File: src/rtl/hazard_scoreboard_pkg.sv
// Shared pipeline types: operand source, control bundle, scoreboard entry and forwarding source.
// Imported by the hazard scoreboard and its per-register entry.
package pipes;

    typedef enum logic [1:0] {
        SRC_REG  = 2'd0,
        SRC_IMM  = 2'd1,
        SRC_PC   = 2'd2,
        SRC_ZERO = 2'd3
    } src_t;

    typedef struct packed {
        logic       wen;
        src_t       a_src;
        src_t       b_src;
        logic [2:0] lat;
    } supercontrol_t;

    // Widest countdown any scoreboard instance may use; narrower counts are zero-extended.
    localparam int SB_CNT_W = 8;

    typedef struct packed {
        logic                busy;
        logic [SB_CNT_W-1:0] cnt;
    } sb_entry_t;

    typedef enum logic {
        FWD_SRC_RF  = 1'b0,
        FWD_SRC_NET = 1'b1
    } fwd_src_t;

endpackage

File: src/rtl/hazard_scoreboard_entry.sv
// One architectural register's scoreboard state: busy flag plus cycles until its result can be forwarded.
module sb_entry
    import pipes::*;
#(
    parameter int LAT_W = 3
) (
    input  logic             clk,
    input  logic             reset,
    input  logic             set,
    input  logic             clr,
    input  logic [LAT_W-1:0] lat,
    output sb_entry_t        entry
);

    logic             busy_q;
    logic [LAT_W-1:0] cnt_q;

    // A new writer outranks a retiring one, so set is checked before clear.
    always_ff @(posedge clk) begin
        if (reset) begin
            busy_q <= 1'b0;
            cnt_q  <= '0;
        end else if (set) begin
            busy_q <= 1'b1;
            cnt_q  <= lat;
        end else if (clr) begin
            busy_q <= 1'b0;
            cnt_q  <= '0;
        end else if (busy_q && (cnt_q != '0)) begin
            cnt_q <= cnt_q - 1'b1;
        end
    end

    assign entry.busy = busy_q;
    assign entry.cnt  = SB_CNT_W'(cnt_q);

endmodule

File: src/rtl/hazard_scoreboard.sv
// Issue-stage RAW/WAW hazard scoreboard with forwarding select.
// Define HAZARD_PERF_EN to build the 64-bit stall-cycle performance counter.
module hazard_scoreboard
    import pipes::*;
#(
    parameter int NREG  = 32,
    parameter int NSRC  = 2,
    parameter int LAT_W = 3,
    localparam int AW   = $clog2(NREG)
) (
    input  logic                clk,
    input  logic                reset,
    input  logic                issue_valid,
    input  logic                issue_wen,
    input  logic [AW-1:0]       issue_dst,
    input  logic [LAT_W-1:0]    issue_lat,
    input  logic [NSRC*AW-1:0]  issue_ra,
    input  logic                wb_valid,
    input  logic [AW-1:0]       wb_dst,
    output logic                stall,
    output logic [NSRC-1:0]     fwd_sel,
    output logic [NREG-1:0]     busy_vec,
    output logic [63:0]         stall_cycles
);

    sb_entry_t       entries [NREG];
    logic [NREG-1:0] pending;
    logic            accept_wr;
    logic            raw;
    logic            waw;

    // Register 0 is hardwired zero and never tracked.
    assign entries[0] = '0;

    for (genvar r = 1; r < NREG; r++) begin : g_entry
        sb_entry #(.LAT_W(LAT_W)) u_entry (
            .clk   (clk),
            .reset (reset),
            .set   (accept_wr && (issue_dst == AW'(r))),
            .clr   (wb_valid && (wb_dst == AW'(r))),
            .lat   (issue_lat),
            .entry (entries[r])
        );
    end

    always_comb begin
        busy_vec = '0;
        pending  = '0;
        for (int r = 0; r < NREG; r++) begin
            busy_vec[r] = entries[r].busy;
            pending[r]  = entries[r].busy && (entries[r].cnt != '0);
        end
    end

    // A pending register that retires this cycle no longer blocks; forwarding looks at pre-clear state.
    always_comb begin
        logic [AW-1:0] ra;
        fwd_src_t      src;
        raw     = 1'b0;
        fwd_sel = '0;
        ra      = '0;
        src     = FWD_SRC_RF;
        for (int i = 0; i < NSRC; i++) begin
            ra  = issue_ra[i*AW +: AW];
            src = FWD_SRC_RF;
            if ((ra != '0) && pending[ra] && !(wb_valid && (wb_dst == ra))) begin
                raw = 1'b1;
            end
            if ((ra != '0) && busy_vec[ra] && !pending[ra]) begin
                src = FWD_SRC_NET;
            end
            fwd_sel[i] = (src == FWD_SRC_NET);
        end
    end

    assign waw = issue_wen && (issue_dst != '0) && pending[issue_dst]
                 && !(wb_valid && (wb_dst == issue_dst));

    assign stall     = issue_valid && (raw || waw);
    assign accept_wr = issue_valid && !stall && issue_wen && (issue_dst != '0);

`ifdef HAZARD_PERF_EN
    logic [63:0] stall_cnt_q;

    always_ff @(posedge clk) begin
        if (reset) begin
            stall_cnt_q <= '0;
        end else if (stall) begin
            stall_cnt_q <= stall_cnt_q + 64'd1;
        end
    end

    assign stall_cycles = stall_cnt_q;
`else
    assign stall_cycles = '0;
`endif

endmodule

File: config.mk
export PLATFORM = sky130hd
export DESIGN_NAME = hazard_scoreboard
export DESIGN_NICKNAME = d
export VERILOG_FILES = /design/src/rtl/hazard_scoreboard_pkg.sv /design/src/rtl/hazard_scoreboard_entry.sv /design/src/rtl/hazard_scoreboard.sv
export SDC_FILE = /design/constraint.sdc
export NUM_CORES = 1
export LEC_CHECK = 0
export CORE_ASPECT_RATIO = 0.7
export CORE_MARGIN = 5
export CORE_UTILIZATION = 41
export CTS_BUF_LIST = sky130_fd_sc_hd__clkbuf_4
export DETAILED_ROUTE_END_ITERATION = 10
export GPL_TIMING_DRIVEN = 0
export PLACE_DENSITY = 0.62
export SYNTH_ARGS = -nofsm -noshare
export SYNTH_HDL_FRONTEND = slang
export SYNTH_SLANG_ARGS = --single-unit
export TNS_END_PERCENT = 5
File: constraint.sdc
create_clock -name clk -period 3.9 [get_ports clk]
set_input_delay 0.975 -clock clk [delete_from_list [all_inputs] [get_ports clk]]
set_output_delay 0.975 -clock clk [all_outputs]
set_load 0.1 [all_outputs]
==> results of run 1 <==
-- critical path, stage by stage --
cell and delay (ns):
clkdlybuf4s18_2 0.31, buf_6 0.20, buf_6 0.20, mux4_2 0.57, mux4_2 0.49, nand2_1 0.13
a21oi_4 0.08, buf_12 0.19
-- final cells by class --
cell class	count	area (um2)	share of cell area (%)
Buffer	174	1286	10.76
Clock buffer	18	135.1	1.130
Clock inverter	14	176.4	1.476
Inverter	98	370.4	3.098
Multi-Input combinational cell	783	6302	52.72
Sequential cell	124	2489	20.82
Tap cell	318	397.9	3.328
Timing Repair Buffer	89	797.0	6.667
-- flip-flops by register name (all words and copies together) (netlist names) --
name / cells
g_entry.u_entry.cnt_q: 93
g_entry.u_entry.busy_q: 31
-- worst paths after layout --
| path | endpoint | slack (ns) | cells after the start |
|---|---|---|---|
| hold reg to reg | g_entry[19].u_entry.busy_q | 0.52 | 2 |
| setup reg to reg | g_entry[7].u_entry.cnt_q[0] | 0.78 | 14 |
| setup / recovery | fwd_sel[1] | -0.24 | 8 |
| hold / removal | g_entry[19].u_entry.busy_q | 0.52 | 2 |
-- cell usage after synthesis (2+ instances only) --
library cell,instances
nand2_1,170
dfxtp_1,124
mux2i_1,101
buf_4,99
inv_1,96
a21oi_1,66
ha_1,62
o211ai_1,62
clkbuf_1,41
nor2b_1,40
xnor2_1,38
nand3_4,30
mux4_2,29
buf_2,26
nor2_1,20
nand2b_1,10
nor3_1,10
mux2_2,7
xor2_1,7
and2_1,6
a221o_1,4
buf_1,4
nand4bb_1,4
o21ai_0,4
buf_12,3
nand3b_1,3
nand4_1,3
nor3b_1,3
a2111o_1,2
a41oi_1,2
nand4b_1,2
nor4_1,2
o22ai_1,2
or4_1,2
or4b_1,2
-- routing by layer --
layer | part of all wire (%) | global-route usage (%) | up-vias
li1 | - | - | 4031
met2 | 42 | 33.27 | 385
met5 | 0 | 1.058 | -
met4 | 1.7 | 5.398 | 0
met1 | 45 | 33.73 | 3940
met3 | 11 | 7.659 | 39
-- cells by family after synthesis --
group,after synthesis
AOI/OAI and AO/OA,159
xor gates and xnor gates,45
adders and majority gates,62
buffers and inverters,272
DFF,124
muxes,139
other,1
and+or+nand+nor,313
-- repair_timing --
item / 4_1_cts / 5_1_grt
setup endpoints to repair: 3 / 3
buffers inserted: 21 / 15
pin swaps: 7 / 5
resized for setup: 128 / 41
-- power by group through the flow --
stage	Clock (mW)	Combinational, mW	Sequential, mW
finish	1.03	0.755	1.27
global route	1.10	0.777	1.27
CTS	1.05	0.734	1.27
detailed placement	0	0.706	1.30
global placement	0	0.707	1.30
floorplan	0	0.562	1.30
==> results.md, run 1 <==
* Outcome: finished with violations
* Failing checks: setup timing
* Vias in the first global route at 7,812
* Crit path DAT at 3.17 ns
* Main combinational cell family by area after synthesis: simple AND/OR/NAND/NOR gates
* Largest net degree at the start of global routing at 17
* Peak VDD IR at 0.0001684 V
* Design Power at 3.054 mW
* Crit path max fanout at 10
* Initial antenna violation count at 0
* Initial drt markers at 899
* Worst Path Required at 2.92 ns
* Post-Synth Simple-Gate Area at 19.02%
* Final GP Congestion at 1.001
* Final instance area at 0.01195 mm2
* Min Tclk post-route at 4.144 ns
* Clock power frac at 33.6%
* DRC Markers at 0
* Initial core utilization at 41.68%
* Worst Hold Launch: g_entry[19].u_entry.busy_q
* Main flop type after synthesis: dfxtp_1
* EDFF count, synth at 0
* Post-synthesis instance total at 1,115
* Post-synthesis cell type count at 64
* Sw power at 1.097 mW
* Relative slew slack at 24.27%
* Non-filler cells, final at 1,618
* Worst Skew at 0.02232 ns
* Syn Area/Cell at 8.837 um2
* TritonCTS clock tree: done
* First-pass DRT Iterations at 8
* Sw Share at 35.93%
* P&R area growth vs syn at 21.32%
* Layout net count at 1,377
* Pint at 1.956 mW
* FMAX at 241.3 MHz
* Clock Latency Late Sink at 0.58 ns
* I/O Buffers at 53
* CTS Hold Bufs at 0
* Setup ws final at -0.2439 ns
* Ant. Diodes at 0
* Post-DP Area at 0.01104 mm2
* Worst Hold Slack at 0.5172 ns
* Tot GR Track Use at 23.23%
* Die area at 0.02728 mm2
* WS Path Type: input pin to primary output
* Pre-CTS WS at -1.962 ns
* Synth Area in XOR/XNOR at 4.000%
* Die Wd at 195.3 um
* Total core area at 0.02364 mm2
* IO Pins at 127
* Final Cycle Share at 106.3%
* Yosys Warn Count at 0
* Most common cell after layout, fill and taps aside: nand2_1
* First-pass GRT wire length at 48,280 um
* Class of the worst hold path: register to register
* Compound-Gate Fraction of Synth Area at 10.74%
* Post-Synth Adder-Cell Area at 7.873%
* Multiplexer share of the synthesized area at 18.07%
* Combinational Power Share at 24.7%
* Root Buffer: clkbuf_4
* Number of CTS-inserted buffers at 17
* Post-synth top area share at 25.19%
* Fill cells at 2,294
* Power per cell area at 255.5 mW/mm2
* Clk pin slew, worst setup/hold paths at 0.13 ns
* Cell taking the most area after synthesis: dfxtp_1
* Reg power frac at 41.7%
* # rows at 47
* Top post-synthesis cells by area: dfxtp_1 25%, mux2i_1 10%, ha_1 7.9%
* CP Launch Type: input pin
* Max Cap Violations at 0
* Final core utilization at 50.57%
* Synth Register Bits at 124
* Total Wirelength at 32,120 um
* Final TNS setup at -0.5290 ns
* Setup violators final at 3
* Post-Syn Area at 0.009853 mm2
* Dpl cells at 1,550
* DP HPWL at 23,740 um
* Wirelength per Cell at 19.85 um
* Clock buffer depth at 2
* Vias at 8,395
* Unrepaired setup endpoints after global routing: true
* # clock sinks at 124
* Final hold violation count at 0
* Lkg Pwr at 4.892 nW
* Gr ovfl total at 0
* Height of the die at 139.7 um
* Slew Limit Fails at 0
* Post-DRT Antenna Nets at 0
* # H-tree levels at 4
* Commonest cells after routing, fill and taps aside: 170 x nand2_1, 146 x buf_4, 119 x dfxtp_1
* Slew at the pin with the worst max-slew slack at 1.132 ns
* Setup crit end kind: primary output
* Ys async rst share at 0%
* R2r startpoint: g_entry[26].u_entry.cnt_q[0]
* Layout cells sized above 1 at 25.31%
* Via-to-Cell Ratio at 5.189
* Post-synthesis sequential area ratio at 25.19%
* Worst Setup SP: issue_ra[6]
(Power assumes the default switching activity.)
==> run 2: changes to the inputs <==
--- a/config.mk
+++ b/config.mk
@@ -11,8 +11,9 @@
 export CTS_BUF_LIST = sky130_fd_sc_hd__clkbuf_4
 export DETAILED_ROUTE_END_ITERATION = 10
 export GPL_TIMING_DRIVEN = 0
-export PLACE_DENSITY = 0.62
+export PLACE_DENSITY = 0.61
 export SYNTH_ARGS = -nofsm -noshare
 export SYNTH_HDL_FRONTEND = slang
+export SYNTH_HIERARCHICAL = 1
 export SYNTH_SLANG_ARGS = --single-unit
 export TNS_END_PERCENT = 5
==> constraint.sdc (replaced) <==
create_clock -name clk -period 4.9 [get_ports clk]
set_input_delay 1.225 -clock clk [delete_from_list [all_inputs] [get_ports clk]]
set_output_delay 1.225 -clock clk [all_outputs]
set_load 0.1 [all_outputs]
==> results.md, run 2 <==
* Outcome: complete, no violations
* Die Wd at 220.7 um (+13%)
* Height of the die at 157.5 um (+13%)
* # H-tree levels at 4 (unchanged)
* Post-synthesis sequential area ratio at 19.48% (-5.7 points)
* Setup violators final at 0 (-3)
* Layout cells sized above 1 at 25.18% (-0.12 points)
* Gr ovfl total at 0 (unchanged)
* Setup ws final at 0.01841 ns (+0.2624 ns)
* # rows at 54 (+15%)
* Commonest cells after routing, fill and taps aside: 270 x buf_4, 220 x conb_1, 143 x nor2_1
* Reg with most FFs: g_entry.u_entry/cnt_q
* Largest regs: g_entry.u_entry/cnt_q: 93 flops, g_entry.u_entry/busy_q: 31 flops
* Critical path cell sequence: dlygate4sd2_1 -> clkbuf_8 -> buf_4 -> mux4_2 -> mux4_2 -> mux2_2 -> and4_1 -> buf_4
* Class of the worst hold path: register to register
* Initial drt markers at 1,101 (+22%)
* IO Pins at 127 (unchanged)
* Max reg flops at 93 (unchanged)
* Count leader, synth: buf_4
* Final Cycle Share at 99.62%
* Dpl cells at 2,285 (+47%)
* Post-synthesis cell type count at 66 (+3.1%)
* # clock sinks at 124 (unchanged)
* Die area at 0.03477 mm2 (+27%)
* TritonCTS clock tree: done
* Critical-path top delay cell: mux4_2
* Top post-synthesis cells by area: dfxtp_1 19%, buf_4 15%, ha_1 6.1%
* Power per cell area at 163.6 mW/mm2 (-36%)
* Slew Limit Fails at 0 (unchanged)
* Root Buffer: clkbuf_4
* Post-Syn Area at 0.01275 mm2 (+29%)
* CP Launch Type: input pin
* Pre-CTS WS at -1.798 ns (+0.1639 ns)
* Final instance area at 0.01502 mm2 (+26%)
* DRC Markers at 0 (unchanged)
* Yosys Warn Count at 6 (+6)
* Cell taking the most area after synthesis: dfxtp_1
* Largest net degree at the start of global routing at 108 (+91)
* Final core utilization at 48.55% (-2.0 points)
* Final TNS setup at 0 ns (+0.5290 ns)
* Lkg Pwr at 6.405 nW (+31%)
* Crit path max fanout at 10 (unchanged)
* DP HPWL at 29,760 um (+25%)
* Final hold violation count at 0 (unchanged)
* P&R area growth vs syn at 17.88%
* EDFF count, synth at 0 (unchanged)
* Clk pin slew, worst setup/hold paths at 0.11 ns (-0.02 ns)
* Ys async rst share at 0% (unchanged)
* Initial antenna violation count at 1 (+1)
* Slew at the pin with the worst max-slew slack at 1.177 ns (+0.04530 ns)
* Worst path max stage delay at 0.52 ns (-0.05 ns)
* Worst Hold Slack at 0.6038 ns (+0.08653 ns)
* Number of CTS-inserted buffers at 17 (unchanged)
* Clock Latency Late Sink at 0.62 ns (+0.04 ns)
* Total core area at 0.03094 mm2 (+31%)
* Crit path DAT at 3.66 ns (+0.49 ns)
* Critical path buffers and inverters at 4 (unchanged)
* First-pass GRT wire length at 60,470 um (+25%)
* Post-synth top area share at 19.48% (-5.7 points)
* Clock buffer depth at 2 (unchanged)
* Total Wirelength at 39,560 um (+23%)
* Syn Area/Cell at 7.858 um2 (-11%)
* Worst Path Required at 3.67 ns (+0.75 ns)
* Synth Register Bits at 124 (unchanged)
* Setup crit end kind: primary output
* Tot GR Track Use at 22.25% (-0.98 points)
* Min Tclk post-route at 4.882 ns
* Post-DP Area at 0.01455 mm2 (+32%)
* I/O Buffers at 53 (unchanged)
* Vias at 12,230 (+46%)
* Wirelength per Cell at 16.97 um (-15%)
* Vias in the first global route at 10,950 (+40%)
* Design Power at 2.458 mW (-20%)
* Final GP Congestion at 0.9697 (-3.1%)
* Initial core utilization at 41.19% (-0.49 points)
* Commonest cells post-synth: 251 x buf_4, 145 x nor2_1, 137 x a21oi_1
* Peak VDD IR at 0.0001380 V (-18%)
* WS Path Type: input pin to primary output
* Worst Skew at 0.02773 ns (+0.005414 ns)
* Via-to-Cell Ratio at 5.245 (+1.1%)
* FMAX at 204.9 MHz
* Max Cap Violations at 0 (unchanged)
* Layout net count at 1,987 (+44%)
* Main flop type after synthesis: dfxtp_1
* Post-DRT Antenna Nets at 0 (unchanged)
* Relative slew slack at 20.80% (-3.5 points)
* Delay-heaviest family, CP: multiplexers
* Post-synthesis instance total at 1,622 (+45%)
* First-pass DRT Iterations at 7 (-1)
* Most common cell after layout, fill and taps aside: buf_4
* Non-filler cells, final at 2,331 (+44%)
## run 2: cell count changes after synthesis, sizes merged, moves of 32 or more
cell     change
a21oi       +71
a21boi      +42
buf        +168
or4         +32
o211ai      -59
mux2i       -95
nor2       +125
nand2       -70
a2111oi     +32
nor4       +118
o21ai       +51
xnor2       -35
## run 2: tightest hold or removal path: stages (launching register included)
cell	delay [ns]
dfxtp_1	0.39
a21oi_1	0.14
nor2_1	0.04
## run 2: final timing paths
path	from	to	slack, ns	cells past startpoint
min	g_entry[6].u_entry/busy_q	g_entry[6].u_entry/busy_q	0.60	2
max reg2reg	g_entry[30].u_entry/cnt_q[1]	g_entry[2].u_entry/cnt_q[0]	0.46	13
min reg2reg	g_entry[6].u_entry/busy_q	g_entry[6].u_entry/busy_q	0.60	2
max	issue_ra[1]	fwd_sel[0]	0.02	8
## run 2: cell families after synthesis
logic type	count (synthesis)	share of synthesized area (%)
AO/OA/AOI/OAI	350	18.40
adder cells (fa/ha/maj)	62	6.086
buffers and inverters	419	21.85
flip-flops	124	19.48
other	32	0.9424
multiplexers	30	4.535
AND/OR/NAND/NOR	590	27.68
XOR/XNOR	15	1.031
## run 2: per-layer routing
metal,vias to the layer above,global-route usage (%),routed length [um]
li1,6026,-,-
met1,5732,32.57,18810
met2,426,33.02,16840
met3,41,5.595,3364
met4,0,4.811,547
met5,-,0,0
## run 2: where the power goes
group | internal (mW) | leakage [nW] | switching [mW]
clock | 0.254 | 0.131 | 0.415
sequential | 1.02 | 0.999 | 0.00778
combinational | 0.250 | 5.27 | 0.516
## run 2: timing repair
action,CTS,global route
resized for setup,81,19
setup buffers,7,7
hold buffers,0,0
setup endpoints to repair,15,2
pin swaps,5,7
## run 2: layout make-up
| cell class | count | area [um2] |
|---|---|---|
| timing repair buffer | 69 | 658.1 |
| multi-input combinational | 1267 | 8272 |
| antenna | 1 | 2.502 |
| fill | 3196 | 15920 |
| tap | 420 | 525.5 |
| sequential | 124 | 2482 |
| clock inverter | 12 | 80.08 |
| buffer | 315 | 2467 |
| inverter | 103 | 386.6 |
| clock buffer | 20 | 150.1 |
